<file path="config.mk">
export PLATFORM = sky130hd
export DESIGN_NAME = shift_register
export DESIGN_NICKNAME = d
export VERILOG_FILES = /design/src/rtl/shift_register.sv
export SDC_FILE = /design/constraint.sdc
export NUM_CORES = 1
export LEC_CHECK = 0
export CORE_AREA = 8 8 45 47
export CTS_CLUSTER_SIZE = 20
export DETAILED_ROUTE_END_ITERATION = 10
export DIE_AREA = 0 0 53 55
export GPL_ROUTABILITY_DRIVEN = 0
export GPL_TIMING_DRIVEN = 0
export PLACE_DENSITY = 0.54
export SYNTH_ARGS = -nofsm -noshare
export SYNTH_HDL_FRONTEND = slang
export SYNTH_SLANG_ARGS = --single-unit
</file>
<file path="constraint.sdc">
create_clock -name clk -period 1 [get_ports clk]
set_input_delay 0.25 -clock clk [delete_from_list [all_inputs] [get_ports clk]]
set_output_delay 0.25 -clock clk [all_outputs]
set_load 0.05 [all_outputs]
</file>
<file path="src/rtl/shift_register.sv">
// Parallel-out shift register with serial LSB-first loading and an
// arithmetic (sign-replicating) right shift that takes priority over the serial shift.
module shift_register #(
  parameter int x = 8
) (
  input  logic         clk,
  input  logic         rst,
  input  logic         shift_en,
  input  logic         shift_in,
  input  logic         extend,
  output logic [x-1:0] q
);

  // Priority is reset, then arithmetic shift, then serial shift, otherwise hold.
  // The serial input is ignored whenever extend is high.
  always_ff @(posedge clk) begin
    if (rst) begin
      q <= '0;
    end else if (extend) begin
      q <= {q[x-1], q[x-1:1]};
    end else if (shift_en) begin
      q <= {shift_in, q[x-1:1]};
    end
  end

endmodule

</file>
==> impl_metrics.tcl, run 1 <==
set metrics [dict create \
    reg2reg_slack_ns 0.07 \
    yosysWarnings 0 \
    syn_area_per_cell_um2 11.3 \
    grt_max_degree 10 \
    slew_headroom_pct 78.9 \
    cp_slowest_cell "dfxtp_2" \
    hold_viol 0 \
    ys_seq_elements 8 \
    largest_reg_flops 8 \
    regMostFlops "q" \
    ant_nets 0 \
    hold_slack_ns 0.502 \
    crit_type "flip-flop to primary output" \
    grt_pass1_vias 271 \
    start_util_pct 22.9 \
    min_period_ns 0.993 \
    final_nets 53 \
    crit_path_end_kind "primary output" \
    cts.htree.levels 1 \
    synth_cell_types 9 \
    cts.path.max_buffers 2 \
    critPathTopFamily "flip-flops" \
    tritoncts "built" \
    reg_top3 "q: 8 flops" \
    rows 14 \
    firstDrtPassIters 2 \
    drcViolationCount 0 \
    netlist_area_um2 317 \
    arrival_ns 0.74 \
    min_path_cells 3 \
    report.final.slew_viol_count 0 \
    cts_root_buf "clkbuf_4" \
    finalClockSkew_ns 0.00630 \
    routed_via_density 4.16 \
    rsz0062_at_grt "true" \
    critical_path_required_ns 0.75 \
    path_cells "buf_8" \
    hold_end "q[0]" \
    p_per_area_nw_per_um2 1200 \
    start_kind "flip-flop" \
    insertedDiodeCount 0 \
    outcome "complete, no violations" \
    setup_violations 0 \
    hold_path_class "input port to flip-flop" \
    cap_violations 0 \
    netlist_instances 28 \
    timing.rr.start "q[0]" \
    reg2reg_depth 2 \
    coreArea_um2 1380 \
    worst_pin_slew_ns 0.316 \
    cpPeakStageDelay_ns 0.34 \
    hpwl_um 560 \
    hold_buffers 0 \
    drive_gt1_share_pct 53.2 \
    ir_worst_vdd_mv 0.543 \
    track_usage_pct 5.42 \
    grt_pass1_wl_um 1140 \
    grt-ovfl-total 0 \
    path_max_fanout 2 \
    die_area_um2 2920 \
    max_freq_ghz 1.01 \
    die_x_um 53 \
    pin_count 13 \
    layout.cells.non_filler 63 \
    wirelength_um 772 \
    r2r_end "q[0]" \
    io_buffers 12 \
    hp-start "extend" \
    numClockSinks 8 \
    wl_per_cell_um 12.3 \
    placedCellCount 56 \
    path_buf_inv 1 \
    cts_buffers 3 \
    vias 262 \
    synthesis.nets 33 \
    p_leak_uw 0.000233 \
    timing.final.crit_share_pct 99.3 \
    fp.dieH_um 55 \
    synth_seq_area_share_pct 50.6 \
    antenna_found_initial 0 \
    clk_latency_ns 0.25 \
    cts.clk_slew.worst_paths_ns 0.06 \
    area_growth_pct 75.1 \
    first_iter_violations 3 \
]
-- what timing repair did --
item,4_1_cts,5_1_grt
gates cloned,0,0
gates resized for setup,70,4
endpoints found under the setup margin,15,8
hold endpoints to repair,0,0
buffers inserted,1,2
-- stage by stage --
step / setup slack [ns] / cell area, um^2 / total power (uW) / setup TNS [ns] / util (%)
6_report: 0.00653 / 554 / 665 / 0 / 40.1
5_1_grt: -0.0305 / 554 / 712 / -0.167 / 40.1
4_1_cts: -0.00485 / 524 / 672 / -0.00864 / 37.9
3_5_place_dp: -0.431 / 460 / 402 / -5.57 / 33.3
3_3_place_gp: -0.427 / 460 / 402 / -5.45 / 33.3
2_1_floorplan: 0.0104 / 320 / 368 / 0 / -
-- where the power goes --
| group | internal, uW | switching [uW] | leakage, uW |
|---|---|---|---|
| Combinational | 39.6 | 36.9 | 0.000149 |
| Sequential | 322 | 3.78 | 0.0000689 |
| Clock | 153 | 111 | 0.0000150 |
| Total | 514 | 152 | 0.000233 |
-- area by class of cell --
| class | count | area, um^2 |
|---|---|---|
| clock buffer | 4 | 26.3 |
| fill | 140 | 830 |
| multi-input combinational | 20 | 156 |
| sequential | 8 | 173 |
| tap | 16 | 20.0 |
| timing repair buffer | 15 | 179 |
-- worst reg2reg max path: cells and delay by family (launching register included) --
kind               cells  cell delay, ns
and+or+nand+nor        1            0.43
AOI/OAI and AO/OA      1            0.08
DFF                    1            0.35
-- cells in the mapped netlist --
cell type	count	area, um^2
nand2b_1	7	43.8
nand4bb_1	1	11.3
dfxtp_1	8	160
o21ai_0	2	10.0
mux2i_1	6	60.1
nor2_2	1	6.26
or2_2	1	6.26
or4b_1	1	10.0
and2b_2	1	8.76
-- per-layer routing --
layer / part of all wire, % / global-route usage [%]
met1: 39 / 4.59
met2: 48 / 8.79
met3: 14 / 4.01
met4: 0 / 3.88
met5: 0 / 0
-- worst max-delay path by stage --
stage          cells after the start   end  startpoint  slack (ns)
2_1_floorplan                      2  q[0]        q[0]        0.01
3_3_place_gp                       3  q[0]         rst       -0.43
3_5_place_dp                       3  q[0]         rst       -0.43
4_1_cts                            1  q[1]        q[1]      -0.005
5_1_grt                            1  q[1]        q[1]       -0.03
6_report                           1  q[2]        q[2]       0.007
-- layout by cell type (no fill, tap or decap) --
| cell | n |
|---|---|
| buf_8 | 8 |
| nand2b_1 | 7 |
| dfxtp_2 | 7 |
| mux2i_1 | 6 |
| clkbuf_4 | 3 |
| dlygate4sd2_1 | 3 |
| buf_4 | 3 |
| o21ai_0 | 2 |
| nor2_2 | 1 |
| or4b_1 | 1 |
| or2_2 | 1 |
| and2b_2 | 1 |
| nand4bb_1 | 1 |
| clkbuf_1 | 1 |
| clkdlybuf4s50_1 | 1 |
| dfxtp_4 | 1 |
-- logic make-up after synthesis --
logic type	count (synthesis)	share of synthesized area, %
multiplexers	6	19.0
AO/OA/AOI/OAI	2	3.16
AND/OR/NAND/NOR	12	27.3
flip-flops	8	50.6
Power figures use the tool's default switching activity.
==> inputs of run 2 (changes only) <==
--- a/constraint.sdc
+++ b/constraint.sdc
@@ -3,2 +3,2 @@
 set_output_delay 0.25 -clock clk [all_outputs]
-set_load 0.05 [all_outputs]
+set_load 0.1 [all_outputs]
==> run 2 against run 1 <==
  * The run now ends with setup timing left
  * Maximum frequency down 3.0%
  * Via count down 0.38%
  * Critical endpoint is now q[4]
  * Setup slack worse by 0.031 ns
  * Sequential cell count unchanged
  * Critical path depth unchanged
  * Clock skew down 0.0036 ns
==> impl_metrics.tcl, run 2 (same netlist as run 1, synthesis figures left out) <==
set metrics [dict create \
    outcome "complete, but fails checks" \
    violations "setup timing" \
    cts.clk_slew.worst_paths_ns 0.05 \
    hold_buffers 0 \
    io_buffers 12 \
    drcViolationCount 0 \
    p_per_area_nw_per_um2 1160 \
    num-fill-cells 139 \
    ir_worst_vdd_mv 0.534 \
    final_nets 51 \
    grt_pass1_wl_um 1120 \
    vias 261 \
    cpPeakStageDelay_ns 0.35 \
    track_usage_pct 5.42 \
    wirelength_um 686 \
    min_period_ns 1.02 \
    setup_ws_ns -0.0243 \
    wl_per_cell_um 11.4 \
    arrival_ns 0.77 \
    cts.htree.levels 1 \
    report.final.slew_viol_count 0 \
    hold_path_class "input port to flip-flop" \
    timing.final.crit_share_pct 102 \
    grt_pass1_vias 269 \
    hold_slack_ns 0.500 \
    first_iter_violations 2 \
    regMostFlops "q" \
    fp.dieH_um 55 \
    slew_headroom_pct 80.3 \
    cap_violations 0 \
    max_freq_ghz 0.976 \
    ant_nets 0 \
    reg_top3 "q: 8 flops" \
    setup_violations 8 \
    routed_via_density 4.35 \
    path_max_fanout 2 \
    insertedDiodeCount 0 \
    largest_reg_flops 8 \
    layout.cells.non_filler 60 \
    hold_viol 0 \
    area_growth_pct 81.0 \
    numClockSinks 8 \
    antenna_found_initial 0 \
    multi_input_area_um2 156 \
    cp_slowest_cell "dfxtp_2" \
    crit_path_end_kind "primary output" \
    critical_path_required_ns 0.75 \
    p_leak_uw 0.000229 \
    worst_pin_slew_ns 0.295 \
    start_kind "flip-flop" \
    grt-ovfl-total 0 \
    pin_count 13 \
    cts_root_buf "clkbuf_4" \
    drive_gt1_share_pct 52.3 \
    cts_buffers 3 \
    grt_max_degree 10 \
    rows 14 \
    path_buf_inv 1 \
    critPathTopFamily "flip-flops" \
    path_cells "buf_12" \
    cts.path.max_buffers 2 \
    die_area_um2 2920 \
    tritoncts "built" \
    firstDrtPassIters 2 \
    ff_latch_area_um2 170 \
    utilization_pct 41.4 \
    final_cell_mix "buf_12, dfxtp_2, nand2b_1" \
    crit_type "flip-flop to primary output" \
    start_util_pct 22.9 \
    coreArea_um2 1380 \
    placedCellCount 56 \
    rsz0062_at_grt "true" \
    die_x_um 53 \
    clk_latency_ns 0.25 \
    finalClockSkew_ns 0.00267 \
]
==> run 2: final cells by class <==
type	instances	area share (%)
clock buffers	3	3.93
repair buffers	13	35.6
multi-input cells	20	27.3
flip-flops and latches	8	29.7
well taps	16	3.49
==> run 2: layer usage <==
layer  wire, um  GRT usage, %
met1        276          5.34
met2        304          7.42
met3         87          3.74
met4         17          5.17
met5          0             0
==> run 2: what timing repair did <==
item                                    CTS  global route
endpoints found under the setup margin   15             8
gates resized for setup                  75             0
buffers inserted                          1             0
==> run 2: worst paths after layout <==
path | start | endpoint | slack, ns | cells after the start
worst max-delay path | q[4] | q[4] | -0.02 | 1
worst min-delay path | shift_en | q[7] | 0.50 | 3
worst max register to register | q[0] | q[0] | 0.09 | 2
worst min register to register | q[2] | q[1] | 0.51 | 2
==> run 2: metrics by stage <==
stage,setup WS (ns),area [um^2],TNS [ns],power [uW]
final,-0.0243,573,-0.126,662
after global routing,-0.0478,573,-0.355,701
after CTS,-0.0360,573,-0.220,675
after detailed placement,-0.694,467,-8.09,423
after global placement,-0.689,467,-8.04,422
after floorplan,-0.243,327,-0.243,389
==> run 2: report_power, final <==
group / internal [uW] / switching (uW) / total (uW)
Combinational: 42.9 / 52.9 / 95.9
Sequential: 325 / 4.39 / 329
Clock: 137 / 101 / 238
Total: 504 / 158 / 662
==> inputs of run 3 (changes only) <==
- RECOVER_POWER: unset -> 25
==> results of run 3 <==
Final layout, timing and power as in run 2 (identical DEF).
